## config.mk

```make
export PLATFORM = sky130hd
export DESIGN_NAME = uart_frame_scheduler
export DESIGN_NICKNAME = d
export VERILOG_FILES = /design/src/rtl/uart_frame_scheduler.sv
export SDC_FILE = /design/constraint.sdc
export NUM_CORES = 1
export LEC_CHECK = 0
export CORE_AREA = 2 2 149 78
export DETAILED_ROUTE_END_ITERATION = 12
export DIE_AREA = 0 0 151 80
export PLACE_DENSITY = 0.78
export RECOVER_POWER = 50
export SLEW_MARGIN = 20
export SYNTH_ARGS = -nofsm -noshare
export SYNTH_HDL_FRONTEND = slang
export SYNTH_SLANG_ARGS = --single-unit
```

## constraint.sdc

```tcl
create_clock -name clk_1M -period 3.88 [get_ports clk_1M]
set_input_delay 0.776 -clock clk_1M [delete_from_list [all_inputs] [get_ports clk_1M]]
set_output_delay 0.776 -clock clk_1M [all_outputs]
set_load 0.03 [all_outputs]
```

## src/rtl/uart_frame_scheduler.sv

```systemverilog
// Round-robin scheduler that shares one two-byte serial frame transmitter among
// NREQ sources, holding each frame's data and enforcing frame length plus gap.
module uart_frame_scheduler #(
    parameter int NREQ       = 4,
    parameter int FRAME_BITS = 19,
    parameter int GAP        = 2
) (
    input  logic                      clk_1M,
    input  logic                      rst,
    input  logic [NREQ-1:0]           req,
    input  logic [8*NREQ-1:0]         req_a_data,
    input  logic [8*NREQ-1:0]         req_b_data,
    input  logic                      clr_ovr,
    output logic                      tx_start,
    output logic [7:0]                tx_a_data,
    output logic [7:0]                tx_b_data,
    output logic [$clog2(NREQ)-1:0]   grant_id,
    output logic                      busy,
    output logic [NREQ-1:0]           overrun
);

    localparam int IDW = $clog2(NREQ);
    localparam int CW  = $clog2(FRAME_BITS + GAP + 1);

    typedef enum logic [1:0] {
        S_IDLE,
        S_START,
        S_WAIT,
        S_GAP
    } state_t;

    state_t          r_state;
    logic [CW-1:0]   r_cnt;
    logic [IDW-1:0]  r_last;
    logic [NREQ-1:0] r_pending;
    logic [7:0]      r_slot_a [NREQ];
    logic [7:0]      r_slot_b [NREQ];

    logic            w_found;
    logic [IDW-1:0]  w_pick;
    logic            w_grant;
    logic [NREQ-1:0] w_grant_mask;

    // Round-robin search: sources above the last grant first, then wrap to the bottom.
    // NOTE: every comb output gets a default first so no path leaves it unassigned (no latch).
    always_comb begin
        w_found = 1'b0;
        w_pick  = '0;
        for (int i = 0; i < NREQ; i++) begin
            if (!w_found && r_pending[i] && (i > int'(r_last))) begin
                w_found = 1'b1;
                w_pick  = IDW'(i);
            end
        end
        for (int i = 0; i < NREQ; i++) begin
            if (!w_found && r_pending[i] && (i <= int'(r_last))) begin
                w_found = 1'b1;
                w_pick  = IDW'(i);
            end
        end
    end

    assign w_grant      = (r_state == S_IDLE) && w_found;
    assign w_grant_mask = w_grant ? ({{(NREQ-1){1'b0}}, 1'b1} << w_pick) : '0;

    // A request landing on its own grant edge refills the slot without an overrun.
    // NOTE: the slot memories are reset explicitly so a stray grant can never emit stale data.
    always_ff @(posedge clk_1M or negedge rst) begin
        if (!rst) begin
            r_pending <= '0;
            overrun   <= '0;
            for (int i = 0; i < NREQ; i++) begin
                r_slot_a[i] <= '0;
                r_slot_b[i] <= '0;
            end
        end else begin
            for (int i = 0; i < NREQ; i++) begin
                if (req[i]) begin
                    r_slot_a[i] <= req_a_data[8*i +: 8];
                    r_slot_b[i] <= req_b_data[8*i +: 8];
                end
            end
            r_pending <= (r_pending & ~w_grant_mask) | req;
            overrun   <= (clr_ovr ? '0 : overrun) | (req & r_pending & ~w_grant_mask);
        end
    end

    // NOTE: state is updated with non-blocking assignments so the grant reads pre-edge slot data.
    always_ff @(posedge clk_1M or negedge rst) begin
        if (!rst) begin
            r_state   <= S_IDLE;
            r_cnt     <= '0;
            r_last    <= IDW'(NREQ - 1);
            tx_start  <= 1'b0;
            tx_a_data <= '0;
            tx_b_data <= '0;
            grant_id  <= '0;
            busy      <= 1'b0;
        end else begin
            tx_start <= 1'b0;
            case (r_state)
                S_IDLE: begin
                    if (w_grant) begin
                        tx_a_data <= r_slot_a[w_pick];
                        tx_b_data <= r_slot_b[w_pick];
                        grant_id  <= w_pick;
                        r_last    <= w_pick;
                        busy      <= 1'b1;
                        r_state   <= S_START;
                    end
                end
                S_START: begin
                    tx_start <= 1'b1;
                    r_cnt    <= CW'(FRAME_BITS - 1);
                    r_state  <= S_WAIT;
                end
                S_WAIT: begin
                    if (r_cnt == '0) begin
                        if (GAP > 0) begin
                            r_cnt   <= CW'(GAP - 1);
                            r_state <= S_GAP;
                        end else begin
                            busy    <= 1'b0;
                            r_state <= S_IDLE;
                        end
                    end else begin
                        r_cnt <= r_cnt - 1'b1;
                    end
                end
                S_GAP: begin
                    if (r_cnt == '0) begin
                        busy    <= 1'b0;
                        r_state <= S_IDLE;
                    end else begin
                        r_cnt <= r_cnt - 1'b1;
                    end
                end
                default: r_state <= S_IDLE;
            endcase
        end
    end

endmodule

```

* Word level (Yosys, flattened, before mapping)
Cells that the tools add are included.
Word-level totals: register bits 101, output and inout port bits 24, input bits 71
Cells by class: shift operators 1, bitwise operators 7, reduce and logical (&&, ||, !) cells 27, muxes and demuxes 33, $lt $le $gt $ge 7, eq/ne operators 7, $add $sub $neg 1
Operators by type and width (number):
- binary-select mux 8 bit (select 2 bit) | 2
- two-way mux 8 bit | 4
- two-way mux 2 bit | 9
- one-hot mux 5 bit (3 select lines) | 1
- logical AND 1 bit | 13
- bitwise AND 4 bit | 3
- two-way mux 1 bit | 11
- two-way mux 5 bit | 2
- two-way mux 4 bit | 2
- != test 2 bit (second input constant) | 4
- bitwise OR 4 bit | 2
- one-hot mux 2 bit (4 select lines) | 1
- logical NOT 1 bit | 6
- AND reduction 3 bit | 2
- logical NOT 5 bit | 1
- subtractor 5 x 1 -> 5 bit (second input constant) | 1
- == test 2 bit (second input constant) | 2
- greater-than comparator 2 bit (first input constant) | 2
- less-or-equal comparator 2 bit (first input constant) | 2
- inverter 4 bit | 1
- AND reduction 2 bit | 2
- left shift 1 x 2 -> 4 bit (first input constant) | 1
- >= comparator 3 bit (second input constant) | 1
- inverter 2 -> 3 bit | 1
- other kinds (7) | 7

* Depth between registers and ports, before layout
Gate-level depths: netlist (run 1).
word-level depth 31, gate-level depth with buffers 8, depth with buffers taken out 7

* Worst setup path before layout (run 1)
No wires, ideal clock.
path type input port to flip-flop, from input req[0], to register r_slot_a[31] (netlist bit), slack 1.983 ns, data required time 3.755 ns, arrival time 1.772 ns, cell stages on the path 3, path buffers 2, cell sequence clkbuf_1 > clkbuf_1 > mux2_2
RTL lines:
- start: declaration | RTL line 10 | input logic [NREQ-1:0] req,
- end signal: indexed assignment | RTL line 79 | r_slot_a[i] <= req_a_data[8*i +: 8];
- end: declaration | RTL line 36 | logic [7:0] r_slot_a [NREQ];
No word-level cell between the ends.

==> key figures, run 1 <==
Status
  • Outcome: finished, violations left
  • Failing checks: capacitance limit, slew limit

Timing
  • Layout Skew: 5.37 ps
  • Total negative slack: 0 ps
  • RSZ-0062 raised after global routing: false
  • Slew Viols, Final: 49
  • Final Cycle Share: 71.4%
  • Final hold viol count: 0
  • Max frequency: 361 MHz
  • Worst slew pin tran: 2560 ps
  • Tmin final: 2770 ps
  • Setup violators final: 0
  • Setup ws final: 1110 ps
  • Rel. slew slack: -70.7%

Global routing
  • Vias in the first global route: 3,221
  • Met2 Usage GRT: 25.7%
  • Initial antenna violation count: 0
  • Busiest layer in global routing: met1
  • GRT met3 Usage: 7.66%
  • Largest net degree at the start of global routing: 49
  • Met1 global-route usage: 32.9%
  • GRT Total Usage: 20.6%
  • Global-route wire length before repair: 18,400 um
  • GRT Residual Overflow: 0

Worst setup path
  • Max stage delay cell, worst path: clkbuf_1
  • CP Depth: 2
  • Critical path launch point type: primary input
  • Setup Crit Path Kind: in2async
  • R2r worst-path depth: 6
  • Worst r2r src: r_state[1]$_DFFE_PN0P_
  • Setup crit end kind: async pin
  • Reg-to-Reg End: overrun[1]$_DFF_PN0_
  • Buf+Inv Stages, Crit Path: 2
  • CP delay by family, top: buffers and inverters
  • Worst-path fanout max: 48
  • CP Cell Sequence: clkbuf_1 > buf_4
  • CP Data Required Time: 4330 ps
  • R2r setup slk: 1410 ps
  • Crit path DAT: 3220 ps
  • Max incr delay on CP: 1780 ps

Finish
  • Nets@finish: 533
  • Reg area: 2530 sq um
  • # fillers: 901
  • Layout cells sized above 1: 20.3%
  • Commonest non-fill, non-tap cells in the layout: dfrtp_1, clkdlybuf4s50_1, mux2_2
  • Area growth from synthesis to layout: 29.4%
  • Antenna Cells: 0
  • Commonest non-fill, non-tap cell in the layout: dfrtp_1
  • Post-layout util: 55.2%
  • Area taken by multi-input logic gates: 1890 sq um

Synthesis
  • Ys flop type: dfrtp_1
  • EDFF count, synth: 0
  • Post-Syn Nets: 450
  • Mapped Avg Cell Area: 12.3 sq um
  • Synth Cell Area: 4580 sq um
  • Synthesized instance count: 374
  • Synth cell types: 44
  • Async set-reset flop share out of synthesis: 100%
  • Synth warnings: 0
  • Seq/Total Area, Yosys: 55.2%
  • Synthesis-stage register bit count: 101

Floorplanning
  • Die Area: 12,100 sq um
  • Initial Util: 42.7%
  • FP Rows: 27
  • Core area: 10,700 sq um
  • Ports: 95
  • Die W: 151 um
  • Die Y: 80 um

Drt
  • First DRT Iteration DRCs: 357
  • DRC viols: 0
  • Post-route ant nets: 0
  • Via count: 3,384
  • DR WL/cell: 19.6 um
  • Via density: 5.57
  • Drt first pass iters: 4
  • Final wirelength: 11,900 um

Power
  • Static Leak: 2.33 nW
  • Max IR drop VDD: 201 uV
  • PD cells: 420 nW/um^2

CTS
  • Worst-Skew Late Latency: 340 ps
  • Root buf cell: clkbuf_16
  • Post-cts resize count: 0
  • Cts hold-fix bufs: 0
  • Clock buffer depth: 2
  • CTS tree: yes
  • CTS clk-pin slew, worst paths: 70 ps
  • Postcts setup bufs: 0
  • Clock Sinks: 101
  • H-tree Lvls: 3
  • CTS buffer count: 9

Placement
  • Hpwl dp: 8900 um
  • Place WS: 1450 ps
  • Input/output buffers: 94
  • GPL Wtd Cong: 0.804

Worst hold path
  • Hold Crit Depth: 1
  • Worst hold endpoint: overrun[1]$_DFF_PN0_
  • Hold Startpoint: overrun[1]$_DFF_PN0_
  • HP Class: reg2reg

Run
  • Max Cap Viol: 1
-- sequential cells by signal, indices dropped and copies added (netlist names) --
name,count
tx_b_data,8
r_cnt,5
busy,1
grant_id,2
r_slot_b,32
tx_a_data,8
r_pending,4
r_slot_a,32
r_state,2
overrun,4
r_last,2
tx_start,1
-- through the flow --
stage | power [W] | instances | hold slack (ps) | area (sq um)
after floorplan | 0.00134 | 374 | 472 | 4580
after global placement | 0.00152 | 590 | 476 | 5600
final | 0.00249 | 607 | 494 | 5930
after global routing | 0.00258 | 607 | 523 | 5930
after detailed placement | 0.00153 | 590 | 472 | 5600
after CTS | 0.00250 | 606 | 469 | 5920
-- how the worst max path moves through the flow --
stage	endpoint	from
finish	r_last[1]$_DFFE_PN1P_	rst
CTS	overrun[1]$_DFF_PN0_	r_state[1]$_DFFE_PN0P_
global placement	tx_a_data[3]$_DFFE_PN0P_	r_last[0]$_DFFE_PN1P_
floorplan	r_slot_a[31]$_DFFE_PN0P_	req[0]
detailed placement	overrun[1]$_DFF_PN0_	r_state[1]$_DFFE_PN0P_
global route	r_last[0]$_DFFE_PN1P_	rst
-- power breakdown --
| part | leakage (nW) | internal (W) | switching, W |
|---|---|---|---|
| registers | 1.16 | 0.00114 | 0.0000643 |
| logic | 1.01 | 0.000174 | 0.000131 |
| clock network | 0.156 | 0.000601 | 0.000381 |
-- final cells by class --
type                    count  area share [%]
repair buffers             98            16.3
multi-input cells         237            31.8
inverters                  10           0.633
flip-flops and latches    101            42.7
clock buffers              13            4.39
clock inverters             3            1.14
well taps                 145            3.06
-- cell usage after synthesis (2+ instances only) --
cell type	n	area [sq um]
dfrtp_1	99	2480
mux2_2	65	732
nor2_1	27	101
o21ai_0	23	115
a21oi_1	22	110
o2bb2ai_1	19	166
nor4b_1	17	149
a31oi_1	16	100
buf_2	10	50.1
inv_1	10	37.5
clkbuf_1	9	33.8
nand2_1	6	22.5
ha_1	5	62.6
nor2b_1	4	25.0
o21ai_1	4	20.0
buf_1	3	11.3
buf_4	3	22.5
dfstp_2	2	52.6
nor3_1	2	10.0
o31a_1	2	17.5
o31ai_1	2	15.0
or2_1	2	12.5
-- metal layers --
layer,share of wire (%),routed length (um),vias to the layer above
li1,-,-,1534
met1,51,6090,1690
met2,38,4560,149
met3,9.9,1190,11
met4,0.71,85,0
met5,0,0,-
-- worst reg2reg max path: cells and delay by family (launching register included) --
family                     cells  cell delay (ps)
adders and majority gates      1              420
DFF                            1              410
buffers and inverters          1              110
AOI/OAI and AO/OA              4             1420
-- cell families (layout without fill, tap and decap cells) --
kind of cell             count (synthesis)  count (layout)  synth area share, %
AND/OR/NAND/NOR                         64              64                 7.97
multiplexers                            66              66                 16.5
flip-flops                             101             101                 55.2
adder cells (fa/ha/maj)                  5               5                 1.37
buffers and inverters                   36             124                 3.63
AO/OA/AOI/OAI                          102             102                 15.3
No activity file was read; power rests on OpenSTA's default activity.
==> run 2: changes to the inputs <==
- PLACE_DENSITY: 0.78 -> 0.8
- clock period: 3.88 -> 2.3 ns (I/O delays scaled with it)
==> run 2 against run 1 <==
The run now ends clean. Design area up 1.2%. Combinational power up 71%. Register-to-register slack worse by 1200 ps. Global-route usage up 0.70 points. First-iteration DRC count unchanged. Largest cell class unchanged. Highest routed layer unchanged. Critical endpoint is now tx_b_data[3]$_DFFE_PN0P_. Largest power group unchanged. Critical path type is now reg2reg.
==> key figures, run 2 (synthesized netlist as in run 1, its figures left out) <==
CTS
  • Worst-Skew Late Latency: 340 ps (about the same)
  • H-tree Lvls: 3 (unchanged)
  • Clock Sinks: 101 (unchanged)
  • Root buf cell: clkbuf_16
  • CTS buffer count: 9 (unchanged)
  • CTS tree: yes
  • Clock buffer depth: 2 (unchanged)
  • Cts hold-fix bufs: 0 (unchanged)
  • CTS clk-pin slew, worst paths: 70 ps (about the same)
  • Postcts setup bufs: 0 (unchanged)

Timing
  • Final hold viol count: 0 (unchanged)
  • Total negative slack: 0 ps (unchanged)
  • Setup violators final: 0 (unchanged)
  • RSZ-0062 raised after global routing: false
  • Max frequency: 481 MHz
  • Rel. slew slack: 27.4% (+98 points)
  • Final Cycle Share: 90.4%
  • Worst slew pin tran: 1090 ps (-1470 ps)
  • Tmin final: 2080 ps
  • Layout Skew: 6.39 ps (+1.02 ps)
  • Setup ws final: 221 ps (-889 ps)
  • Slew Viols, Final: 0 (-100%)

Drt
  • First DRT Iteration DRCs: 357 (unchanged)
  • Via density: 5.69 (+2.1%)
  • DRC viols: 0 (unchanged)
  • Drt first pass iters: 5 (+1)
  • DR WL/cell: 19.8 um (+0.99%)
  • Post-route ant nets: 0 (unchanged)
  • Via count: 3,508 (+3.7%)
  • Final wirelength: 12,200 um (+2.5%)

Global routing
  • Global-route wire length before repair: 19,000 um (+2.9%)
  • Vias in the first global route: 3,360 (+4.3%)
  • Largest net degree at the start of global routing: 43 (-12%)
  • GRT Residual Overflow: 0 (unchanged)
  • Initial antenna violation count: 0 (unchanged)
  • GRT Total Usage: 21.3% (+0.70 points)

Finish
  • Antenna Cells: 0 (unchanged)
  • # fillers: 900 (-0.11%)
  • Commonest non-fill, non-tap cell in the layout: dfrtp_1
  • Fin cells: 616 (+1.5%)
  • Nets@finish: 542 (+1.7%)
  • Layout cells sized above 1: 22.1% (+1.7 points)
  • Commonest non-fill, non-tap cells in the layout: dfrtp_1, clkdlybuf4s50_1, mux2_2
  • Top flop regs: r_slot_a (32), r_slot_b (32)
  • Area growth from synthesis to layout: 31.0%

Worst setup path
  • CP Data Required Time: 2570 ps (-1760 ps)
  • CP Cell Sequence: mux2i_4 > o22ai_4 > buf_4 > nor4b_1 > a31oi_1 > a21oi_1
  • Crit path DAT: 2350 ps (-870 ps)
  • Max stage delay cell, worst path: dfstp_2
  • Setup crit end kind: flop
  • Buf+Inv Stages, Crit Path: 1 (-1)
  • Critical path launch point type: flop
  • Setup Crit Path Kind: reg2reg
  • CP delay by family, top: flip-flops
  • Worst-path fanout max: 18 (-63%)
  • Max incr delay on CP: 630 ps (-1150 ps)

Power
  • PD cells: 695 nW/um^2 (+66%)
  • Max IR drop VDD: 435 uV (+120%)
  • Static Leak: 2.37 nW (+1.9%)

Floorplanning
  • FP Rows: 27 (unchanged)
  • Die Y: 80 um (unchanged)
  • Initial Util: 42.7% (unchanged)
  • Ports: 95 (unchanged)
  • Core area: 10,700 sq um (unchanged)
  • Die W: 151 um (unchanged)
  • Die Area: 12,100 sq um (unchanged)

Worst hold path
  • HP Class: in2async

Placement
  • Input/output buffers: 94 (unchanged)
  • Placed cells: 600 (+1.7%)
  • Hpwl dp: 9100 um (+2.2%)
  • Place WS: 216 ps (-1230 ps)
  • GPL Wtd Cong: 0.863 (+7.4%)

Run
  • Max Cap Viol: 0 (-1)

Status
  • Outcome: finished, final reports clean
[run 2: cell count changes in the layout (fill, tap and decap cells not counted), moves of 2 or more]
cell | previous run | this run
buf_4 | 3 | 8
clkbuf_8 | 2 | 0
clkbuf_2 | 0 | 2
buf_12 | 0 | 2
[run 2: final cells by class]
cell class / instances / area [sq um] / share of cell area [%]
Sequential cell: 101 / 2530 / 42.2
Multi-Input combinational cell: 237 / 1890 / 31.5
Timing Repair Buffer: 107 / 1050 / 17.5
Clock buffer: 11 / 233 / 3.88
Tap cell: 145 / 181 / 3.02
Clock inverter: 5 / 82.6 / 1.38
Inverter: 10 / 37.5 / 0.626
[run 2: per-stage QoR]
step	area [sq um]	util [%]	total power, W	hold slack (ps)
after global placement	5700	53.0	0.00257	478
after detailed placement	5700	53.0	0.00258	476
after CTS	6010	56.0	0.00419	121
after floorplan	4580	-	0.00227	164
after global routing	6000	55.9	0.00433	401
final	6000	55.9	0.00417	309
[run 2: where the power goes]
part / total (W) / switching, W / internal (W) / leakage, nW
Sequential: 0.00203 / 0.000109 / 0.00192 / 1.16
Clock: 0.00162 / 0.000661 / 0.000959 / 0.154
Combinational: 0.000521 / 0.000223 / 0.000298 / 1.06
[run 2: final timing paths]
check,startpoint,to,slack (ps),cells past startpoint
min in group clk_1M,overrun[1]$_DFF_PN0_,overrun[1]$_DFF_PN0_,490,1
hold / removal,rst,r_slot_b[11]$_DFFE_PN0P_,310,1
hold reg to reg,overrun[1]$_DFF_PN0_,overrun[1]$_DFF_PN0_,490,1
setup / recovery,r_last[1]$_DFFE_PN1P_,tx_b_data[3]$_DFFE_PN0P_,220,6
max in group asynchronous,rst,r_slot_b[8]$_DFFE_PN0P_,900,2
setup reg to reg,r_last[1]$_DFFE_PN1P_,tx_b_data[3]$_DFFE_PN0P_,220,6
[run 2: what timing repair did]
action | in CTS | in global routing
hold endpoints to repair | 0 | 0
endpoints found under the setup margin | 0 | 1
resized for setup | 0 | 1
[run 2: layer usage]
layer  global-route usage (%)  vias up  routed length [um]
li1                         -     1551                   -
met1                     34.2     1789                6280
met2                     27.5      157                4730
met3                     6.80       11                1130
met4                     3.64        0                  90
met5                        0        -                   0
==> run 3: changes to the inputs <==
- CAP_MARGIN: unset -> 30
==> results of run 3 <==
The final DEF is identical to that of run 2; final timing and power are the same.
